<file path="config.mk">
export PLATFORM = sky130hd
export DESIGN_NAME = lab5_rr_encoder_flat
export DESIGN_NICKNAME = d
export VERILOG_FILES = /design/src/rtl/lab5_rr_encoder_pkg.sv /design/src/rtl/lab5_rr_encoder_if.sv /design/src/rtl/lab5_rr_encoder_pick.sv /design/src/rtl/lab5_rr_encoder.sv /design/src/flat_wrapper.sv
export SDC_FILE = /design/constraint.sdc
export NUM_CORES = 1
export LEC_CHECK = 0
export BUFFER_PORTS_ARGS = -buffer_cell sky130_fd_sc_hd__buf_4
export CAP_MARGIN = 10
export CORE_UTILIZATION = 42
export CTS_CLUSTER_DIAMETER = 150
export CTS_CLUSTER_SIZE = 25
export DETAILED_ROUTE_END_ITERATION = 12
export HOLD_SLACK_MARGIN = 0.02
export REMOVE_ABC_BUFFERS = 1
export SETUP_SLACK_MARGIN = 0.15
export SLEW_MARGIN = 20
export SYNTH_ARGS = -nofsm -noshare
export SYNTH_HDL_FRONTEND = slang
export SYNTH_HIERARCHICAL = 1
export SYNTH_SLANG_ARGS = --single-unit
</file>
<file path="constraint.sdc">
create_clock -name clk -period 3.8 [get_ports clk]
set_input_delay 0.38 -clock clk [delete_from_list [all_inputs] [get_ports clk]]
set_output_delay 0.38 -clock clk [all_outputs]
set_load 0.02 [all_outputs]
</file>
<file path="src/rtl/lab5_rr_encoder_pkg.sv">
// lab5_rr_encoder_pkg
// Shared constants, FSM state type and a one-hot helper for the 8-to-3
// round-robin request encoder.
package lab5_rr_encoder_pkg;

  localparam int N_REQ     = 8;
  localparam int CODE_BITS = 3;

  typedef enum logic {
    S_IDLE    = 1'b0,
    S_PRESENT = 1'b1
  } state_t;

  function automatic logic [N_REQ-1:0] onehot(input logic [CODE_BITS-1:0] idx);
    logic [N_REQ-1:0] v;
    v      = '0;
    v[idx] = 1'b1;
    return v;
  endfunction

endpackage

</file>
<file path="src/rtl/lab5_rr_encoder_if.sv">
// lab5_rr_encoder_if
// Request/grant bundle between the request sources, the encoder and the
// consumer of the binary select.
//   req     : request pulses, any number of bits per cycle
//   ready   : consumer accepts code while valid is high
//   code    : granted index
//   valid   : code holds a granted index
//   pending : registered pending requests
//   overrun : one-cycle pulse, request hit an already pending bit
// master = encoder side, slave = source/consumer side.
interface lab5_rr_encoder_if import lab5_rr_encoder_pkg::*; ();

  logic [N_REQ-1:0]     req;
  logic                 ready;
  logic [CODE_BITS-1:0] code;
  logic                 valid;
  logic [N_REQ-1:0]     pending;
  logic                 overrun;

  modport master (
    input  req,
    input  ready,
    output code,
    output valid,
    output pending,
    output overrun
  );

  modport slave (
    output req,
    output ready,
    input  code,
    input  valid,
    input  pending,
    input  overrun
  );

endinterface

</file>
<file path="src/rtl/lab5_rr_encoder_pick.sv">
// lab5_rr_pick
// Combinational selector. With RR=1 it returns the first set bit of
// pending scanning upward from ptr (wrapping 7 -> 0); with RR=0 it returns
// the lowest set bit and ignores ptr.
//   pending : candidate requests
//   ptr     : round-robin start position
//   sel     : selected index (meaningful only when any is high)
//   any     : at least one bit of pending is set
module lab5_rr_pick import lab5_rr_encoder_pkg::*; #(
  parameter bit RR = 1'b1
) (
  input  logic [N_REQ-1:0]     pending,
  input  logic [CODE_BITS-1:0] ptr,
  output logic [CODE_BITS-1:0] sel,
  output logic                 any
);

  logic [CODE_BITS-1:0] base;
  logic [2*N_REQ-1:0]   dbl;
  logic [N_REQ-1:0]     rot;
  logic [CODE_BITS-1:0] off;

  always_comb begin
    base = RR ? ptr : '0;
    // Rotate right by base: bit 0 of rot is pending[base].
    dbl  = {pending, pending} >> base;
    rot  = dbl[N_REQ-1:0];
    off  = '0;
    // Descending scan so the lowest set bit wins.
    for (int i = N_REQ - 1; i >= 0; i--) begin
      if (rot[i]) off = CODE_BITS'(i);
    end
    // 3-bit add wraps mod 8 for free.
    sel = base + off;
    any = |pending;
  end

endmodule

</file>
<file path="src/rtl/lab5_rr_encoder.sv">
// lab5_rr_encoder
// Registered 8-to-3 request encoder. Request pulses accumulate in a
// pending register; one index at a time is presented on code/valid and
// removed from pending when the consumer accepts it.
//   clk : rising-edge clock
//   rst : synchronous active-high reset
//   bus : master side of lab5_rr_encoder_if (req/ready in,
//         code/valid/pending/overrun out, all outputs registered)
//
// state     | meaning
// ----------+----------------------------------------------
// S_IDLE    | nothing presented; latch a pick if pending != 0
// S_PRESENT | code/valid held until ready accepts it
module lab5_rr_encoder import lab5_rr_encoder_pkg::*; #(
  parameter int N      = N_REQ,
  parameter int CODE_W = CODE_BITS,
  parameter bit RR     = 1'b1
) (
  input  logic             clk,
  input  logic             rst,
  lab5_rr_encoder_if.master bus
);

  // The interface widths are fixed, so any other geometry is a build error.
  if (N != N_REQ || CODE_W != $clog2(N)) begin : g_param_check
    $error("lab5_rr_encoder supports only N=8, CODE_W=3");
  end

  state_t               state, state_next;
  logic [N_REQ-1:0]     pend_q;
  logic [CODE_BITS-1:0] code_q;
  logic [CODE_BITS-1:0] ptr_q;
  logic                 ovr_q;

  logic [CODE_BITS-1:0] sel;
  logic                 any;
  logic                 accept;
  logic                 latch;
  logic [N_REQ-1:0]     clr_mask;

  // Selection sees only the registered pending, never this cycle's req.
  lab5_rr_pick #(.RR(RR)) u_pick (
    .pending (pend_q),
    .ptr     (ptr_q),
    .sel     (sel),
    .any     (any)
  );

  always_comb begin
    accept   = (state == S_PRESENT) && bus.ready;
    clr_mask = accept ? onehot(code_q) : '0;
  end

  always_comb begin
    state_next = state;
    latch      = 1'b0;
    case (state)
      S_IDLE: begin
        if (any) begin
          state_next = S_PRESENT;
          latch      = 1'b1;
        end
      end
      S_PRESENT: begin
        if (bus.ready) state_next = S_IDLE;
      end
      default: state_next = S_IDLE;
    endcase
  end

  always_ff @(posedge clk) begin
    if (rst) begin
      state  <= S_IDLE;
      pend_q <= '0;
      code_q <= '0;
      ptr_q  <= '0;
      ovr_q  <= 1'b0;
    end else begin
      state  <= state_next;
      // Set wins over the accept clear on the same bit.
      pend_q <= (pend_q & ~clr_mask) | bus.req;
      if (latch)  code_q <= sel;
      if (accept) ptr_q  <= code_q + 3'd1;
      // A re-request on the bit being accepted is a fresh request, not an overrun.
      ovr_q  <= |(bus.req & pend_q & ~clr_mask);
    end
  end

  assign bus.code    = code_q;
  assign bus.valid   = (state == S_PRESENT);
  assign bus.pending = pend_q;
  assign bus.overrun = ovr_q;

endmodule

</file>
<file path="src/flat_wrapper.sv">
// flat-port wrapper written by rule: the top's interface ports become plain ports
module lab5_rr_encoder_flat import lab5_rr_encoder_pkg::*;
#(
  parameter int N      = N_REQ,
  parameter int CODE_W = CODE_BITS,
  parameter bit RR     = 1'b1
)
  (clk, rst, bus_req, bus_ready, bus_code, bus_valid, bus_pending, bus_overrun);
  lab5_rr_encoder_if bus_i ();
  input  logic clk;
  input  logic rst;
  input wire logic [$bits(bus_i.req)-1:0] bus_req;
  input wire logic [$bits(bus_i.ready)-1:0] bus_ready;
  output wire logic [$bits(bus_i.code)-1:0] bus_code;
  output wire logic [$bits(bus_i.valid)-1:0] bus_valid;
  output wire logic [$bits(bus_i.pending)-1:0] bus_pending;
  output wire logic [$bits(bus_i.overrun)-1:0] bus_overrun;
  assign bus_i.req = bus_req;
  assign bus_i.ready = bus_ready;
  assign bus_code = bus_i.code;
  assign bus_valid = bus_i.valid;
  assign bus_pending = bus_i.pending;
  assign bus_overrun = bus_i.overrun;
  lab5_rr_encoder #(.N(N), .CODE_W(CODE_W), .RR(RR)) u_core (.clk(clk), .rst(rst), .bus(bus_i));
endmodule
</file>
==> flow_metrics.tcl <==
set metrics [dict create \
    via_count_of_the_first_global_routing_pass 1058 \
    cp_cell_sequence "mux4_1 > mux2i_1 > o311ai_0 > a21bo_2 > a31oi_1 > ha_1 > inv_1 > fa_1 > xnor2_1 > xnor2_1 > mux2i_1 > nor2_1" \
    globalRouteTotalUtil 0.194 \
    cp_slowest_cell "sky130_fd_sc_hd__mux4_1" \
    worstSetupPathType "flip-flop to flip-flop" \
    wire_per_inst_um 15.0 \
    initial_core_util 0.443 \
    synth.ff_latch_count 16 \
    via_count 1058 \
    yosysWarnings 6 \
    port-buffer-count 23 \
    cts.path.max_buffers 2 \
    min_delay_worst_endpoint "u_core/bus.pending[7]" \
    endpoint_kind "flip-flop" \
    crit_required_ns 3.99 \
    tritoncts "done" \
    placement_rows 19 \
    synth_area_per_cell_sq_um 9.12 \
    path_clk_slew_ns 0.09 \
    cpPeakStageDelay_ns 0.64 \
    clock_sink_count 16 \
    route.detailed.drc 0 \
    post_placement_worst_setup_slack_ns 0.498 \
    fp.dieW_um 56.0 \
    multi_input_comb_area_sq_um 823 \
    min_period_ns 3.32 \
    timing.final.setup_violations 0 \
    hold_depth 3 \
    finalNetCount 167 \
    ff_latch_area_sq_um 320 \
    fin_area_sq_um 1410 \
    boundaryPins 24 \
    drt_iter0_markers 53 \
    antenna_violations_before_repair 0 \
    numCtsBuffers 3 \
    p_total_mw 0.541 \
    ant_nets 0 \
    regToRegStartpoint "u_core/ptr_q[0]" \
    syn-cell-area_sq_um 1220 \
    die_height_um 56.0 \
    holdWs_ns 0.303 \
    min_from "bus_req[7]" \
    yosys.cell_types.count 42 \
    place_congestion 0.812 \
    worst_slack_ns 0.480 \
    finalClockSkew_ns 0.000651 \
    grt_first_pass_wirelength_um 4820 \
    setup.reg_to_reg.worst_slack_ns 0.48 \
    max_clock_freq_mhz 301 \
    reg2reg_depth 12 \
    leading_cell_types_in_the_layout_fill_and_taps_excluded "23 x sky130_fd_sc_hd__buf_4, 17 x sky130_fd_sc_hd__nor2_1, 16 x sky130_fd_sc_hd__dfxtp_1" \
    power.static_leakage_nw 0.600 \
    dp.final_hpwl_um 2050 \
    fin_tns_setup_ns 0 \
    postCtsSetupRepairBufs 0 \
    detailedRoute.firstPassIterationCount 4 \
    area_growth_syn_to_layout_pct 15.7 \
    hold_viol_final 0 \
    grt_start_max_net_pins 17 \
    critPathLaunch "u_core/ptr_q[0]" \
    slew_headroom 0.674 \
    grt_overflow_total 0 \
    wirelength_um 2740 \
    finalMaxSlewViolations 0 \
    register_area_share_after_synthesis 0.262 \
    clock-root-buffer "sky130_fd_sc_hd__clkbuf_4" \
    cap_violations 0 \
    slew_at_the_pin_closest_to_its_max_slew_limit_ns 0.488 \
    power_density_over_the_cells_nw_per_um2 383 \
    layout_commonest_cell "sky130_fd_sc_hd__buf_4" \
    worst-endpoint-arrival_ns 3.51 \
    overall_die_area_sq_um 3130 \
    period_share 0.874 \
    syn-instance-count 134 \
    timing.rr.end "u_core/bus.code[2]" \
    worstSkewPairLatency_ns 0.29 \
    rsz_0062_raised_after_global_routing "false" \
    vdd.ir_drop.worst_mv 0.234 \
    post_drt_via_cell_ratio 5.78 \
    timing.critical_path.from_type "flip-flop" \
    ctsHtreeMaxLevel 1 \
    post_cts_resized 0 \
    layout-drive-gt1-share 0.243 \
    placed_area_sq_um 1380 \
    cp_max_fo 12 \
    run_status "finished, final reports clean" \
    final.fill_count 269 \
    cts_hold_repair.buffers 0 \
    diode_insertion_count_for_antenna_repair 0 \
    worstHoldPathType "primary input to flip-flop" \
    core-area_sq_um 2760 \
]
==> power breakdown <==
part           leakage, nW  internal, mW  total, mW  switching, mW
Combinational        0.446         0.102      0.202          0.100
Clock               0.0210        0.0584      0.113         0.0546
Sequential           0.133         0.185      0.226         0.0403
==> synthesized netlist by cell type <==
library cell | instances | share of area
sky130_fd_sc_hd__nor2_1 | 17 | 0.052
sky130_fd_sc_hd__dfxtp_1 | 16 | 0.26
sky130_fd_sc_hd__nand2_1 | 15 | 0.046
sky130_fd_sc_hd__a21oi_1 | 11 | 0.045
sky130_fd_sc_hd__mux2i_1 | 9 | 0.074
sky130_fd_sc_hd__mux4_1 | 7 | 0.15
sky130_fd_sc_hd__inv_1 | 6 | 0.018
sky130_fd_sc_hd__a31oi_1 | 4 | 0.020
sky130_fd_sc_hd__buf_2 | 3 | 0.012
sky130_fd_sc_hd__clkbuf_1 | 3 | 0.0092
sky130_fd_sc_hd__mux2_2 | 3 | 0.028
sky130_fd_sc_hd__xnor2_1 | 3 | 0.021
sky130_fd_sc_hd__a211oi_1 | 2 | 0.012
sky130_fd_sc_hd__buf_6 | 2 | 0.018
sky130_fd_sc_hd__ha_1 | 2 | 0.020
sky130_fd_sc_hd__nand3_1 | 2 | 0.0082
sky130_fd_sc_hd__nor2b_1 | 2 | 0.010
sky130_fd_sc_hd__nor4_1 | 2 | 0.010
sky130_fd_sc_hd__o211ai_1 | 2 | 0.012
sky130_fd_sc_hd__a211o_1 | 1 | 0.0072
sky130_fd_sc_hd__a211oi_2 | 1 | 0.010
sky130_fd_sc_hd__a21bo_2 | 1 | 0.0082
sky130_fd_sc_hd__a21boi_1 | 1 | 0.0061
sky130_fd_sc_hd__a21oi_2 | 1 | 0.0072
sky130_fd_sc_hd__a32oi_1 | 1 | 0.0072
sky130_fd_sc_hd__and2_1 | 1 | 0.0051
sky130_fd_sc_hd__and2_2 | 1 | 0.0061
sky130_fd_sc_hd__and2b_1 | 1 | 0.0061
sky130_fd_sc_hd__and3_1 | 1 | 0.0051
sky130_fd_sc_hd__and3b_1 | 1 | 0.0072
sky130_fd_sc_hd__buf_4 | 1 | 0.0061
sky130_fd_sc_hd__fa_1 | 1 | 0.016
sky130_fd_sc_hd__mux2_4 | 1 | 0.012
sky130_fd_sc_hd__nor2_2 | 1 | 0.0051
sky130_fd_sc_hd__nor3_1 | 1 | 0.0041
sky130_fd_sc_hd__nor3b_1 | 1 | 0.0061
sky130_fd_sc_hd__nor4_2 | 1 | 0.010
sky130_fd_sc_hd__o2111ai_1 | 1 | 0.0072
sky130_fd_sc_hd__o211a_1 | 1 | 0.0082
sky130_fd_sc_hd__o21a_1 | 1 | 0.0061
sky130_fd_sc_hd__o21ai_0 | 1 | 0.0041
sky130_fd_sc_hd__o311ai_0 | 1 | 0.0072
==> critical path, delay by kind of cell (launching register included) <==
family                   cells  cell delay, ns
multiplexers                 3            1.03
AO/OA/AOI/OAI                3            0.64
flip-flops                   1            0.63
adder cells (fa/ha/maj)      2            0.54
XOR/XNOR                     2            0.30
buffers and inverters        1            0.05
AND/OR/NAND/NOR              1            0.05
==> final cells by class <==
class / count / area share
inverters: 6 / 0.0159
clock buffers: 4 / 0.0257
well taps: 31 / 0.0274
multi-input cells: 103 / 0.582
flip-flops and latches: 16 / 0.227
repair buffers: 23 / 0.122
==> worst max path at each step <==
stage                                     to  slack (ns)
after floorplan           u_core/bus.code[2]        0.80
after global placement    u_core/bus.code[2]        0.61
after detailed placement  u_core/bus.code[2]        0.50
after CTS                 u_core/bus.code[2]        0.48
after global routing      u_core/bus.code[2]        0.17
final                     u_core/bus.code[2]        0.48
==> state kept, by name, indices dropped and copies added (netlist names) <==
signal and count:
u_core/bus.code 3, u_core/bus.overrun 1, u_core/bus.pending 8, u_core/bus.valid 1, u_core/ptr_q 3
==> per-layer routing <==
metal / vias up / track usage / wire, um
met3: 4 / 0.0233 / 74
met4: 0 / 0.0801 / 34
li1: 528 / - / -
met1: 507 / 0.253 / 1260
met5: - / 0 / 0
met2: 19 / 0.325 / 1370
==> per-stage QoR <==
step,utilization,std cells
floorplan,-,125
global placement,0.500,179
detailed placement,0.500,179
CTS,0.513,183
global route,0.513,183
finish,0.513,183
==> kinds of logic (layout without fill, tap and decap cells) <==
kind of cell	after synthesis	in the layout	synth area share
AOI/OAI and AO/OA	30	30	0.169
xor gates and xnor gates	3	3	0.0215
adders and majority gates	3	3	0.0368
buffers and inverters	15	33	0.0645
DFF	16	16	0.262
muxes	20	20	0.264
and+or+nand+nor	47	47	0.182
Note: power is estimated with default switching activity, not from simulation.
